## config.mk

```make
export PLATFORM = sky130hd
export DESIGN_NAME = uart_byte_receiver
export DESIGN_NICKNAME = d
export VERILOG_FILES = /design/src/rtl/uart_pkg.sv /design/src/rtl/sync_byte_fifo.sv /design/src/rtl/uart_byte_receiver.sv
export SDC_FILE = /design/constraint.sdc
export NUM_CORES = 1
export LEC_CHECK = 0
export BUFFER_PORTS_ARGS = -buffer_cell sky130_fd_sc_hd__clkbuf_2
export CAP_MARGIN = 20
export CELL_PAD_IN_SITES_DETAIL_PLACEMENT = 2
export CELL_PAD_IN_SITES_GLOBAL_PLACEMENT = 2
export CORE_ASPECT_RATIO = 1.2
export CORE_UTILIZATION = 44
export CTS_BUF_LIST = sky130_fd_sc_hd__clkbuf_4 sky130_fd_sc_hd__clkbuf_8 sky130_fd_sc_hd__clkbuf_16
export CTS_CLUSTER_SIZE = 40
export DETAILED_ROUTE_END_ITERATION = 6
export PLACE_DENSITY = 0.76
export SETUP_SLACK_MARGIN = 0.02
export SLEW_MARGIN = 20
export SYNTH_ARGS = -nofsm -noshare
export SYNTH_HDL_FRONTEND = slang
export SYNTH_HIERARCHICAL = 1
export SYNTH_SLANG_ARGS = --single-unit
```

## constraint.sdc

```tcl
create_clock -name clock -period 3.55 [get_ports clock]
set_input_delay 0.71 -clock clock [delete_from_list [all_inputs] [get_ports clock]]
set_output_delay 0.71 -clock clock [all_outputs]
set_load 0.05 [all_outputs]
```

## src/rtl/uart_pkg.sv

```systemverilog
// Shared types and constants for the UART byte receiver.
// Holds the receive FSM state enum, data width and synchronizer depth.
package uart_pkg;

    localparam int DATA_W      = 8;
    localparam int SYNC_STAGES = 2;

    typedef enum logic [2:0] {
        IDLE      = 3'd0,
        START     = 3'd1,
        DATA      = 3'd2,
        STOP      = 3'd3,
        WAIT_HIGH = 3'd4
    } rx_state_t;

endpackage

```

## src/rtl/sync_byte_fifo.sv

```systemverilog
// Synchronous byte FIFO with extra-bit read/write pointers.
// Ports: clock, reset (async, active-high), push/push_data, pop,
//        head (front byte, 0 when empty), full, empty.
module sync_byte_fifo
    import uart_pkg::*;
#(
    parameter int DEPTH = 4
) (
    input  logic              clock,
    input  logic              reset,
    input  logic              push,
    input  logic [DATA_W-1:0] push_data,
    input  logic              pop,
    output logic [DATA_W-1:0] head,
    output logic              full,
    output logic              empty
);

    localparam int AW = $clog2(DEPTH);

    logic [DATA_W-1:0] mem [DEPTH];
    logic [AW:0]       wr_ptr;
    logic [AW:0]       rd_ptr;
    logic              pop_ok;
    logic              push_ok;

    // Equal pointers mean empty; equal index with differing wrap bit
    // means full.
    assign empty = (wr_ptr == rd_ptr);
    assign full  = (wr_ptr[AW] != rd_ptr[AW]) &&
                   (wr_ptr[AW-1:0] == rd_ptr[AW-1:0]);

    assign pop_ok  = pop && !empty;
    // A pop in the same cycle frees the slot a full buffer needs.
    assign push_ok = push && (!full || pop_ok);

    // Head is forced to zero when empty so stale entries never show.
    assign head = empty ? '0 : mem[rd_ptr[AW-1:0]];

    always_ff @(posedge clock or posedge reset) begin
        if (reset) begin
            wr_ptr <= '0;
            rd_ptr <= '0;
        end else begin
            if (push_ok) begin
                wr_ptr <= wr_ptr + 1'b1;
            end
            if (pop_ok) begin
                rd_ptr <= rd_ptr + 1'b1;
            end
        end
    end

    // Storage needs no reset: it is only visible through head,
    // which is gated by empty.
    always_ff @(posedge clock) begin
        if (push_ok) begin
            mem[wr_ptr[AW-1:0]] <= push_data;
        end
    end

endmodule

```

## src/rtl/uart_byte_receiver.sv

```systemverilog
// 8N1 UART receiver with a small receive buffer and error pulses.
// Ports: clock, reset (async, active-high), uart_rx (serial in),
//        rx_data/rx_valid/rx_ready (buffer head handshake),
//        frame_err, overflow (one-cycle pulses), busy (FSM not IDLE).
module uart_byte_receiver
    import uart_pkg::*;
#(
    parameter int CLKS_PER_BIT = 51,
    parameter int FIFO_DEPTH   = 4
) (
    input  logic              clock,
    input  logic              reset,
    input  logic              uart_rx,
    output logic [DATA_W-1:0] rx_data,
    output logic              rx_valid,
    input  logic              rx_ready,
    output logic              frame_err,
    output logic              overflow,
    output logic              busy
);

    localparam int CW = $clog2(CLKS_PER_BIT);
    localparam logic [CW-1:0] HALF_LOAD = CW'(CLKS_PER_BIT / 2 - 1);
    localparam logic [CW-1:0] FULL_LOAD = CW'(CLKS_PER_BIT - 1);

    rx_state_t               state;
    logic [CW-1:0]           counter;
    logic [2:0]              index;
    logic [DATA_W-1:0]       shreg;
    logic [SYNC_STAGES-1:0]  sync;
    logic                    rx_s;
    logic                    push;
    logic                    pop;
    logic                    full;
    logic                    empty;

    // Two-flop synchronizer; idle-high so reset value is 1.
    always_ff @(posedge clock or posedge reset) begin
        if (reset) begin
            sync <= '1;
        end else begin
            sync <= {sync[SYNC_STAGES-2:0], uart_rx};
        end
    end

    assign rx_s = sync[SYNC_STAGES-1];

    // Push is decided in the same cycle the stop bit is sampled, so
    // the byte is readable the following cycle.
    assign push = (state == STOP) && (counter == '0) && rx_s;
    assign pop  = rx_valid && rx_ready;
    assign busy = (state != IDLE);

    always_ff @(posedge clock or posedge reset) begin
        if (reset) begin
            state     <= IDLE;
            counter   <= '0;
            index     <= '0;
            shreg     <= '0;
            frame_err <= 1'b0;
        end else begin
            frame_err <= 1'b0;
            unique case (state)
                IDLE: begin
                    if (!rx_s) begin
                        state   <= START;
                        counter <= HALF_LOAD;
                    end
                end
                START: begin
                    if (counter != '0) begin
                        counter <= counter - 1'b1;
                    end else if (!rx_s) begin
                        state   <= DATA;
                        counter <= FULL_LOAD;
                        index   <= '0;
                    end else begin
                        // Start bit vanished by mid-bit: treat as glitch.
                        state <= IDLE;
                    end
                end
                DATA: begin
                    if (counter != '0) begin
                        counter <= counter - 1'b1;
                    end else begin
                        shreg   <= {rx_s, shreg[DATA_W-1:1]};
                        counter <= FULL_LOAD;
                        if (index == 3'd7) begin
                            state <= STOP;
                        end else begin
                            index <= index + 3'd1;
                        end
                    end
                end
                STOP: begin
                    if (counter != '0) begin
                        counter <= counter - 1'b1;
                    end else if (rx_s) begin
                        state <= IDLE;
                    end else begin
                        frame_err <= 1'b1;
                        state     <= WAIT_HIGH;
                    end
                end
                WAIT_HIGH: begin
                    // Absorb a held-low line so a break flags only once.
                    if (rx_s) begin
                        state <= IDLE;
                    end
                end
                default: begin
                    state <= IDLE;
                end
            endcase
        end
    end

    // A good byte that finds the buffer full (and not draining) is lost.
    always_ff @(posedge clock or posedge reset) begin
        if (reset) begin
            overflow <= 1'b0;
        end else begin
            overflow <= push && full && !pop;
        end
    end

    sync_byte_fifo #(
        .DEPTH (FIFO_DEPTH)
    ) u_fifo (
        .clock     (clock),
        .reset     (reset),
        .push      (push),
        .push_data (shreg),
        .pop       (pop),
        .head      (rx_data),
        .full      (full),
        .empty     (empty)
    );

    assign rx_valid = !empty;

endmodule
```

==> reports/metrics.cfg <==
[outcome]
status=finished, final reports clean

[floorplan]
initial_core_util=0.462
core-area_um2=6130
die_y_um=89.9
fp-row-count=31
die_w_um=75.2
die_area_um2=6760
ios=16

[pwr]
ir_drop_uv=382
swShare=0.329
pwr-share-seq=0.454
switchingPower_uw=656
internal_power_uw=1340
cellPowerDensity_nw_per_um2=629
p_leak_uw=0.00134
combPwrFrac=0.243
clkPwrFrac=0.303

[timing]
max_freq_mhz=322
layout_setup_ws_ps=440
relSlewSlack=0.382
setup_violations=0
post-route-period-util=0.876
hold_viol_final=0
finalMaxSlewViolations=0
rsz0062_at_grt=false
period_needed_ps=3110
fin_skew_ps=8.26
worst_pin_slew_ps=926
fin_setup_tns_ps=0

[setup_path]
crit_buf_inv=2
worstSetupPathType=reg -> reg
crit_path_max_incr_delay_ps=410
arrival_ps=3110
cp_max_fo=8
cp.required_ps=3550
cp-start-kind=flop
crit_chain=inv_1 > ha_1 > or3b_4 > nor3_1 > nand3_1 > nor2_1 > and2_1 > o41ai_2 > inv_1
cp-end-kind=flop
crit_slowest_cell=or3b_4
critPathTopFamily=simple AND/OR/NAND/NOR gates
crit_top_cell=inv_1

[layout]
nFillCells=606
drive_gt1_frac=0.295
syn2layout_area_growth_pct=11.9
multi_input_area_um2=1030
ff_latch_area_um2=1710
fin_cells=299
antenna_cells=0
final_nets=224

[place]
pre_cts_ws_ps=462
dp_hpwl_um=4950
portBuffers=15
place_congestion=0.730
dp.cells=283

[synth]
postSynthAreaPerCell_um2=14.9
synth.net_count=202
synth.yosys.seq_area_share=0.605
ys_warn_count=6
synthesis.area_um2=2830
syn_inst=190
synth_ff_type=edfxtp_1
synth_edf_count=32
postSynth.asyncResetShare=0.484
ys_ff_latch=62
ys_types=47

[global_route]
grt_overflow=0
first_global_vias=1898
grt_max_degree=25
grt_pass1_wl_um=10700
antenna_found_initial=0
grt.total_usage=0.227

[clocking]
cts_resized=0
h-tree-depth=3
path_clk_slew_ps=70
cts_hold_buf=0
cts.sinks=62
cts_tree=yes
cts-root-buf=clkbuf_8
numCtsBuffers=9
postCtsSetupBuffers=0
clock_path_buffers=2
clock_latency_ps=330

[flow_run]
drv_cap=0

[detailed_routing]
num_vias=1667
wire_per_inst_um=22.5
wirelength_um=6720
drt_pass1_iterations=4
final_antenna_net_count=0
drcViolationCount=0
via_per_inst=5.58
drt_iter0_drc=126

[min_path]
hold_class=in -> async

## stage by stage
step           power, uW  utilization  area [um2]  hold slack (ps)
3_3_place_gp        1360        0.486        2980              347
3_5_place_dp        1410        0.486        2980              347
6_report            1990        0.517        3170              301
5_1_grt             2100        0.517        3170              300
4_1_cts             2020        0.517        3170              290
2_1_floorplan       1280            -        2830              345
## synthesized netlist by cell type, drive strengths merged, types with 2 or more instances
cell     count  share of area
a21oi        2         0.0035
a221o        2         0.0071
a22o         2         0.0062
a31oi        3         0.0066
and3         3         0.0066
buf          3          0.012
clkbuf       2         0.0027
dfrtp       28           0.25
dfstp        2          0.019
edfxtp      32           0.34
ha           8          0.035
inv         11          0.015
mux2        10          0.049
mux4         8          0.064
nand2        9          0.012
nand3        3         0.0053
nor2        11          0.017
nor2b        9          0.020
nor3         4         0.0088
o21ai        5         0.0088
o2bb2ai      2         0.0062
o41ai        2          0.011
or2          3         0.0066
or4          3          0.011
xnor2        6          0.019
xor2         3          0.019
## flip-flops by register name, indices dropped and copies added (netlist names)
name,cells
counter,6
index,3
sync,2
u_fifo/wr_ptr,3
u_fifo/mem,32
state,3
frame_err,1
overflow,1
u_fifo/rd_ptr,3
shreg,8
## worst register-to-register path, stage by stage (launching register included)
cell	delay, ps
dfrtp_1	400
inv_1	100
ha_1	200
or3b_4	410
nor3_1	370
nand3_1	310
nor2_1	370
and2_1	210
o41ai_2	100
inv_1	320
## layer usage
| metal | share of wire | track usage | up-vias |
|---|---|---|---|
| met1 | 0.42 | 0.290 | 892 |
| met3 | 0.023 | 0.0549 | 4 |
| met5 | 0 | 0 | - |
| met4 | 0.0055 | 0.0694 | 0 |
| li1 | - | - | 745 |
| met2 | 0.55 | 0.378 | 26 |
## cell type report
class                           instances  share of cell area
Tap cell                               82              0.0324
Sequential cell                        62               0.541
Multi-Input combinational cell        112               0.326
Clock inverter                          6              0.0197
Timing Repair Buffer                   16              0.0261
Inverter                               11              0.0130
Clock buffer                           10              0.0415
## cells by family (layout without fill, tap and decap cells)
| group | after synthesis | in the layout | share of synthesized area |
|---|---|---|---|
| flip-flops | 62 | 62 | 0.605 |
| adder cells (fa/ha/maj) | 8 | 8 | 0.0354 |
| buffers and inverters | 16 | 43 | 0.0292 |
| XOR/XNOR | 9 | 9 | 0.0371 |
| AND/OR/NAND/NOR | 51 | 51 | 0.104 |
| AO/OA/AOI/OAI | 25 | 25 | 0.0725 |
| multiplexers | 19 | 19 | 0.116 |
## path summary, 6_finish.rpt
path / startpoint / to / slack [ps] / cells after the start
max: counter[0]$_DFFE_PP0P_ / u_fifo/mem[3][3]$_DFFE_PP_ / 440 / 9
min: reset / u_fifo/wr_ptr[2]$_DFFE_PP0P_ / 300 / 2
max reg2reg: counter[0]$_DFFE_PP0P_ / u_fifo/mem[3][3]$_DFFE_PP_ / 440 / 9
min reg2reg: sync[0]$_DFF_PP1_ / sync[1]$_DFF_PP1_ / 360 / 0
max in group asynchronous: reset / shreg[2]$_DFFE_PP0P_ / 2380 / 2
min in group clock: sync[0]$_DFF_PP1_ / sync[1]$_DFF_PP1_ / 360 / 0
## cell usage in the layout, fill, tap and decap left out, drive strengths merged, types with 2 or more instances in the layout
cell type / Yosys / routed
clkinv: 0 / 2
o2bb2ai: 2 / 2
clkbuf: 2 / 25
xor2: 3 / 3
a22o: 2 / 2
a31oi: 3 / 3
nor3: 4 / 4
nand2: 9 / 9
mux4: 8 / 8
inv: 11 / 11
or2: 3 / 3
dfstp: 2 / 2
nor2b: 9 / 9
nor2: 11 / 11
ha: 8 / 8
and3: 3 / 3
mux2: 10 / 10
dfrtp: 28 / 28
a221o: 2 / 2
xnor2: 6 / 6
o21ai: 5 / 5
or4: 3 / 3
a21oi: 2 / 2
o41ai: 2 / 2
clkinvlp: 0 / 3
nand3: 3 / 3
edfxtp: 32 / 32
## power by group through the flow
stage	Clock (uW)	Sequential (uW)	Combinational (uW)
floorplan	0	880	401
global placement	0	904	460
detailed placement	0	919	494
CTS	620	905	494
global route	656	915	532
finish	604	904	485
(Power assumes the default switching activity.)
